`src/rtl/regfile_pkg.sv`:
```
// Shared types and helpers for the checkpointed register file.
package regfile_pkg;

  localparam int DATA_W_DEFAULT = 32;

  typedef logic [DATA_W_DEFAULT-1:0] data_t;

  typedef enum logic [1:0] {
    SRC_NONE,
    SRC_WRITE,
    SRC_RESTORE
  } commit_src_e;

  function automatic int addr_w(input int num_regs);
    return (num_regs > 1) ? $clog2(num_regs) : 1;
  endfunction

endpackage

```
`src/rtl/reg_param.sv`:
```
// WIDTH-wide register with load enable and asynchronous active-low clear.
module reg_param #(
  parameter int WIDTH = 32
) (
  input  logic             clk,
  input  logic             reset,
  input  logic             en,
  input  logic [WIDTH-1:0] d,
  output logic [WIDTH-1:0] q
);

  always_ff @(posedge clk or negedge reset) begin
    if (!reset) begin
      q <= '0;
    end else if (en) begin
      q <= d;
    end
  end

endmodule

```
`src/rtl/regfile_ckpt.sv`:
```
// Register file (1W/2R) with a single-snapshot shadow bank for save/restore.
// Optional write-through read forwarding is enabled by defining REGFILE_BYPASS_EN.
module regfile_ckpt
  import regfile_pkg::*;
#(
  parameter int WIDTH     = 32,
  parameter int NUM_REGS  = 32,
  parameter int ZERO_REG0 = 1,
  localparam int ADDR_W   = addr_w(NUM_REGS)
) (
  input  logic              clk,
  input  logic              reset,
  input  logic              write_enable,
  input  logic [ADDR_W-1:0] write_addr,
  input  logic [WIDTH-1:0]  write_data,
  input  logic [ADDR_W-1:0] read_addr_a,
  input  logic [ADDR_W-1:0] read_addr_b,
  output logic [WIDTH-1:0]  read_data_a,
  output logic [WIDTH-1:0]  read_data_b,
  input  logic              ckpt_save,
  input  logic              ckpt_restore,
  output logic              ckpt_valid,
  output logic              busy_restore
);

  logic [WIDTH-1:0] live_q   [NUM_REGS];
  logic [WIDTH-1:0] shadow_q [NUM_REGS];
  logic             restore_go;

  assign restore_go = ckpt_restore && ckpt_valid;

  for (genvar i = 0; i < NUM_REGS; i++) begin : g_entry
    localparam bit WRITABLE = (ZERO_REG0 == 0) || (i != 0);

    commit_src_e      src;
    logic             live_en;
    logic [WIDTH-1:0] live_d;

    // Restore outranks a same-edge write to the entry.
    always_comb begin
      src = SRC_NONE;
      if (restore_go) begin
        src = SRC_RESTORE;
      end else if (write_enable && (write_addr == ADDR_W'(i))) begin
        src = SRC_WRITE;
      end
    end

    assign live_en = WRITABLE && (src != SRC_NONE);
    assign live_d  = (src == SRC_RESTORE) ? shadow_q[i] : write_data;

    reg_param #(.WIDTH(WIDTH)) u_live (
      .clk   (clk),
      .reset (reset),
      .en    (live_en),
      .d     (live_d),
      .q     (live_q[i])
    );

    // Shadow samples pre-edge live values, so save+restore swaps the banks.
    reg_param #(.WIDTH(WIDTH)) u_shadow (
      .clk   (clk),
      .reset (reset),
      .en    (ckpt_save),
      .d     (live_q[i]),
      .q     (shadow_q[i])
    );
  end

  always_ff @(posedge clk or negedge reset) begin
    if (!reset) begin
      ckpt_valid   <= 1'b0;
      busy_restore <= 1'b0;
    end else begin
      busy_restore <= restore_go;
      if (ckpt_save) begin
        ckpt_valid <= 1'b1;
      end else if (restore_go) begin
        ckpt_valid <= 1'b0;
      end
    end
  end

`ifdef REGFILE_BYPASS_EN
  logic bypass_ok;
  assign bypass_ok = write_enable && !restore_go &&
                     !((ZERO_REG0 != 0) && (write_addr == '0));
`endif

  always_comb begin
    read_data_a = live_q[read_addr_a];
    read_data_b = live_q[read_addr_b];
    if ((ZERO_REG0 != 0) && (read_addr_a == '0)) read_data_a = '0;
    if ((ZERO_REG0 != 0) && (read_addr_b == '0)) read_data_b = '0;
`ifdef REGFILE_BYPASS_EN
    if (bypass_ok && (write_addr == read_addr_a)) read_data_a = write_data;
    if (bypass_ok && (write_addr == read_addr_b)) read_data_b = write_data;
`endif
  end

endmodule

```
`config.mk`:
```
export PLATFORM = sky130hd
export DESIGN_NAME = regfile_ckpt
export DESIGN_NICKNAME = d
export VERILOG_FILES = /design/src/rtl/regfile_pkg.sv /design/src/rtl/reg_param.sv /design/src/rtl/regfile_ckpt.sv
export SDC_FILE = /design/constraint.sdc
export NUM_CORES = 2
export LEC_CHECK = 0
export BUFFER_PORTS_ARGS = -buffer_cell sky130_fd_sc_hd__buf_2
export CORE_ASPECT_RATIO = 0.6
export CORE_UTILIZATION = 55
export DETAILED_ROUTE_END_ITERATION = 8
export PLACE_DENSITY = 0.79
export SYNTH_ARGS = -nofsm -noshare
export SYNTH_HDL_FRONTEND = slang
export SYNTH_HIERARCHICAL = 1
export SYNTH_SLANG_ARGS = --single-unit
```
`constraint.sdc`:
```
create_clock -name clk -period 4.7 [get_ports clk]
set_clock_uncertainty 0.1 [all_clocks]
set_input_delay 0.235 -clock clk [delete_from_list [all_inputs] [get_ports clk]]
set_output_delay 0.235 -clock clk [all_outputs]
set_load 0.005 [all_outputs]
```
Word-level counts from Yosys, hierarchy flattened
Index checks and enable logic that the tools add are counted.
- equality and inequality tests: 62
- magnitude comparators: 2
- bitwise operators: 2
- muxes and demuxes: 103
- reduce and logical (&&, ||, !) cells: 66
- operators with widths (kind ; count):
    $mux 32 ; 37
    $bmux 32 s5 ; 2
    $eq 5x5->1 const B ; 16
    $reduce_bool 2->1 ; 32
    $eq 2x2->1 const B ; 31
    $mux 2 ; 31
    $eq 5x4->1 const B ; 8
    $mux 1 ; 33
    $logic_and 1x1->1 ; 32
    $eq 5x3->1 const B ; 4
    $ge 6x6->1 const B ; 2
    $not 5->6 ; 2
    $eq 5x2->1 const B ; 2
    $logic_not 5->1 ; 2
    $eq 5x1->1 const B ; 1
- output and inout bits: 66
- input bits: 52
- register bits: 1986
- word-level logic and storage cells: 299

Logic depth before layout (Yosys ltp)
- depth in word-level cells: 6
- mapped depth: 8
- gate-level depth less buffers: 4

By module
The synthesis kept the hierarchy.
- by module, submodules not included (module ; times used ; area each (um^2) ; cells each ; sequential area each (um^2)):
    reg_param ; 64 ; 1345.0 ; 68 ; 800.8
    regfile_ckpt ; 1 ; 26127.6 ; 2853 ; 50.0

Least setup slack after synthesis
No wires, ideal clock.
- kind: input port to output port
- start point: input read_addr_b[0]
- end point: output read_data_b[1]
- arrival time: 1679 ps
- stages on the path: 6
- path buffers: 3
- path slack: 2686 ps
- required time: 4365 ps
- path through: buf_6 > buf_6 > buf_2 > mux4_2 > a221oi_1 > a211oi_1
- longest elaborated chain between the ends: 5
- elaborated cells on any way between the ends: 6
- those cells by class: 4 x mux; 1 x bitwise; 1 x reduce/logical
- RTL lines (item ; RTL line ; text):
    from (decl) ; regfile_ckpt.sv:17 ; input logic [ADDR_W-1:0] read_addr_b,
    $not 5->6 (not written as such) ; regfile_ckpt.sv:92 ; read_data_b = live_q[read_addr_b];
    $bmux 32 s5 ; regfile_ckpt.sv:92 ;
    $mux 32 (not written as such) (2 in a row) ; regfile_ckpt.sv:92 ;
    $mux 32 (*) ; regfile_ckpt.sv:94 ; if ((ZERO_REG0 != 0) && (read_addr_b == '0)) read_data_b = '0;
    to (decl) ; regfile_ckpt.sv:19 ; output logic [WIDTH-1:0] read_data_b,
Mark *: on every way between the ends. The rest lies on a longest branch, timed or not. The select of a mux whose other input is x is not followed.

Worst setup path after layout
- start point: input read_addr_a[3]
- end point: output read_data_a[0]
- longest elaborated chain between the ends: 5
- elaborated cells on any way between the ends: 6
- those cells by class: 4 x mux; 1 x bitwise; 1 x reduce/logical
- RTL lines (item ; RTL line ; text):
    from (decl) ; regfile_ckpt.sv:16 ; input logic [ADDR_W-1:0] read_addr_a,
    $not 5->6 (not written as such) ; regfile_ckpt.sv:91 ; read_data_a = live_q[read_addr_a];
    $bmux 32 s5 ; regfile_ckpt.sv:91 ;
    $mux 32 (not written as such) (2 in a row) ; regfile_ckpt.sv:91 ;
    $mux 32 (*) ; regfile_ckpt.sv:93 ; if ((ZERO_REG0 != 0) && (read_addr_a == '0)) read_data_a = '0;
    to (decl) ; regfile_ckpt.sv:18 ; output logic [WIDTH-1:0] read_data_a,
Marks and branches as above.

==> reports/results.txt <==
worst vdd ir: 0.000324 V
ys flop type: dfrtp_1
average cell area after synthesis: 15.6 um^2
drt first pass iters: 6
fraction of layout cells with a size suffix above 1: 0.437
area grow syn2layout: 5.98%
type of the worst setup path: input port to primary output
number of global-route vias before repair: 71200
Synth Warn #: 6
leading area contributor after synthesis: dfrtp_1
pre-CTS setup slack: 0.997 ns
Pleak: 59.3 nW
CP Capture Type: primary output
Final WS setup: 0.595 ns
initial drt markers: 7876
CTS Root Cell: clkbuf_16
Rel. slew slack: -0.0103
fin nets: 7075
TNS Setup: 0 ns
Critical Path AT: 3.77 ns
met1 wire length: 135000 um
Slew Limit Fails: 4
Die ar.: 0.206 mm^2
first-pass GRT wire length: 498000 um
dpl hpwl: 193000 um
post-synthesis cell count: 7205
total grt overflow: 0
Die H: 352 um
site row count: 127
CTS tree: built
clock sinks: 2050
most frequent cell after synthesis: dfrtp_1
io pins: 118
status: complete, but fails checks
sequential-to-total area share from yosys stat: 0.457
endpoints failing setup: 0
Final period util: 0.873
Critical Path Fanout Max: 37
Crit path required time: 4.37 ns
Initial Util: 0.558
Setup Fix Bufs, Post-CTS: 0
routed length on met3: 45600 um
startpoint types: input port
Synth area leaders: dfrtp_1, mux2_4, a21o_1
violated checks: max-capacitance violations, max-slew violations
met2 routed WL: 139000 um
Clk Latency, worst-skew pair: 0.84 ns
H-tree depth: 4
Post-Syn Area: 0.112 mm^2
WL final: 336000 um
slew at the pin closest to its max-slew limit: 1.51 ns
core box area: 0.201 mm^2
largest net degree at the start of global routing: 155
RSZ-0062 raised after global routing: false
initial antenna violation count: 18
Bufs on Longest Clock Path: 4
max-cap violations: 2
Fill cells: 14700
Mapped Nets: 7257
routability congestion estimate: 0.866
most instantiated cells after synthesis: dfrtp_1, mux2_4, a21o_1
ys async rst share: 1.00
total power: 57.0 mW
number of synthesized register bits: 2050
Hold Crit Class: input port to register
share of the synthesized area in the top cell type: 0.457
number of I/O port buffers: 117
final hold vios: 0
Pwr Density: 480 mW/mm^2
Yosys cell types: 42
max layer used: met5
via/cell ratio: 6.94
Worst-path clk slew: 0.08 ns
Via Count: 68600
number of synthesized flops with an enable pin: 0
FMAX: 244 MHz
Num CTS Buffers: 183
fin crit period: 4.10 ns
GRT Util Overall: 0.325
Final ANT Viol Nets: 0
Avg WL per Cell: 34.0 um
Die Span X: 585 um
DRC viols: 0
flip-flops by register name, summed over array words and instances, names as in the netlist:
signal,count
busy_restore,1
ckpt_valid,1
g_entry.u_live/q,1024
g_entry.u_shadow/q,1024
cell type report:
class | instances | area [um^2] | share of cell area
tap | 2709 | 3390 | 0.0285
clock inverter | 69 | 895 | 0.00752
multi-input combinational | 4433 | 54700 | 0.460
inverter | 4 | 25.0 | 0.000210
timing repair buffer | 351 | 3290 | 0.0276
sequential | 2050 | 51300 | 0.431
antenna | 14 | 35.0 | 0.000295
clock buffer | 255 | 5310 | 0.0446
worst max-delay path: stages:
cell      delay, ns
buf_4          0.31
or2_4          0.50
or4_4          0.96
o21ai_0        0.23
a311oi_1       1.07
buf_4          0.26
buf_2          0.13
path summary, 6_finish.rpt:
path,depth (start not counted),startpoint,slack [ns],to
min in group asynchronous,3,reset,0.16,g_entry[25].u_shadow/q[3]
worst max register to register,4,ckpt_valid,1.73,g_entry[12].u_live/q[3]
worst max-delay path,7,read_addr_a[3],0.60,read_data_a[0]
worst min-delay path,4,write_addr[0],0.11,g_entry[20].u_live/q[30]
max in group asynchronous,4,reset,3.25,g_entry[8].u_shadow/q[14]
worst min register to register,1,g_entry[28].u_shadow/q[31],0.41,g_entry[28].u_shadow/q[31]
power breakdown:
| group | internal, mW | switching (mW) | leakage, nW |
|---|---|---|---|
| clock network | 8.99 | 7.02 | 3.04 |
| logic | 9.10 | 5.49 | 31.5 |
| registers | 22.2 | 4.27 | 24.7 |
| total | 40.3 | 16.8 | 59.3 |
what timing repair did:
action,in CTS,in global routing
hold endpoints to repair,770,0
resized for setup,0,0
hold buffers,4,0
placed cells by master, fill, tap and decap left out, drive strengths merged:
| master | synthesis | layout |
|---|---|---|
| nor2 | 6 | 6 |
| o21ai | 86 | 86 |
| clkbuf | 329 | 255 |
| mux2 | 2112 | 2112 |
| dfrtp | 2050 | 2050 |
| nand4b | 2 | 2 |
| a21oi | 32 | 32 |
| conb | 1 | 1 |
| mux2i | 320 | 320 |
| diode | 0 | 14 |
| a21o | 1025 | 1025 |
| nand2b | 8 | 8 |
| and2 | 34 | 34 |
| or3 | 1 | 1 |
| mux4 | 352 | 352 |
| o221ai | 64 | 64 |
| dlygate4sd3 | 0 | 3 |
| or2 | 3 | 3 |
| clkinvlp | 0 | 12 |
| clkinv | 0 | 34 |
| nor2b | 38 | 38 |
| a221oi | 55 | 55 |
| inv | 4 | 7 |
| a211oi | 64 | 64 |
| or4 | 1 | 1 |
| a311oi | 32 | 32 |
| bufinv | 0 | 20 |
| and3 | 1 | 1 |
| nand4 | 33 | 33 |
| buf | 389 | 348 |
| nand3b | 1 | 1 |
| or3b | 2 | 2 |
| nand2 | 85 | 85 |
| a22oi | 64 | 64 |
| nand3 | 2 | 2 |
| o2111ai | 9 | 9 |
metrics by stage:
step / utilization / instances / hold WS, ns / cell area [um^2]
3_3_place_gp: 0.560 / 9543 / 0.112 / 113000
5_1_grt: 0.591 / 9872 / 0.118 / 119000
3_5_place_dp: 0.560 / 9543 / 0.118 / 113000
2_1_floorplan: - / 7205 / -0.161 / 112000
6_report: 0.591 / 9885 / 0.112 / 119000
4_1_cts: 0.591 / 9871 / 0.0842 / 119000
kinds of logic after synthesis:
family,count (synthesis),share of synthesized area
AOI/OAI and AO/OA,1431,0.0960
buffers and inverters,722,0.0595
DFF,2050,0.457
muxes,2784,0.377
other,1,0.0000334
and+or+nand+nor,217,0.0102
layer usage:
metal,vias up,GRT usage
met5,-,0.00255
met4,17,0.127
met3,970,0.128
met2,4502,0.453
met1,36700,0.453
li1,26500,-
(Power assumes the default switching activity.)
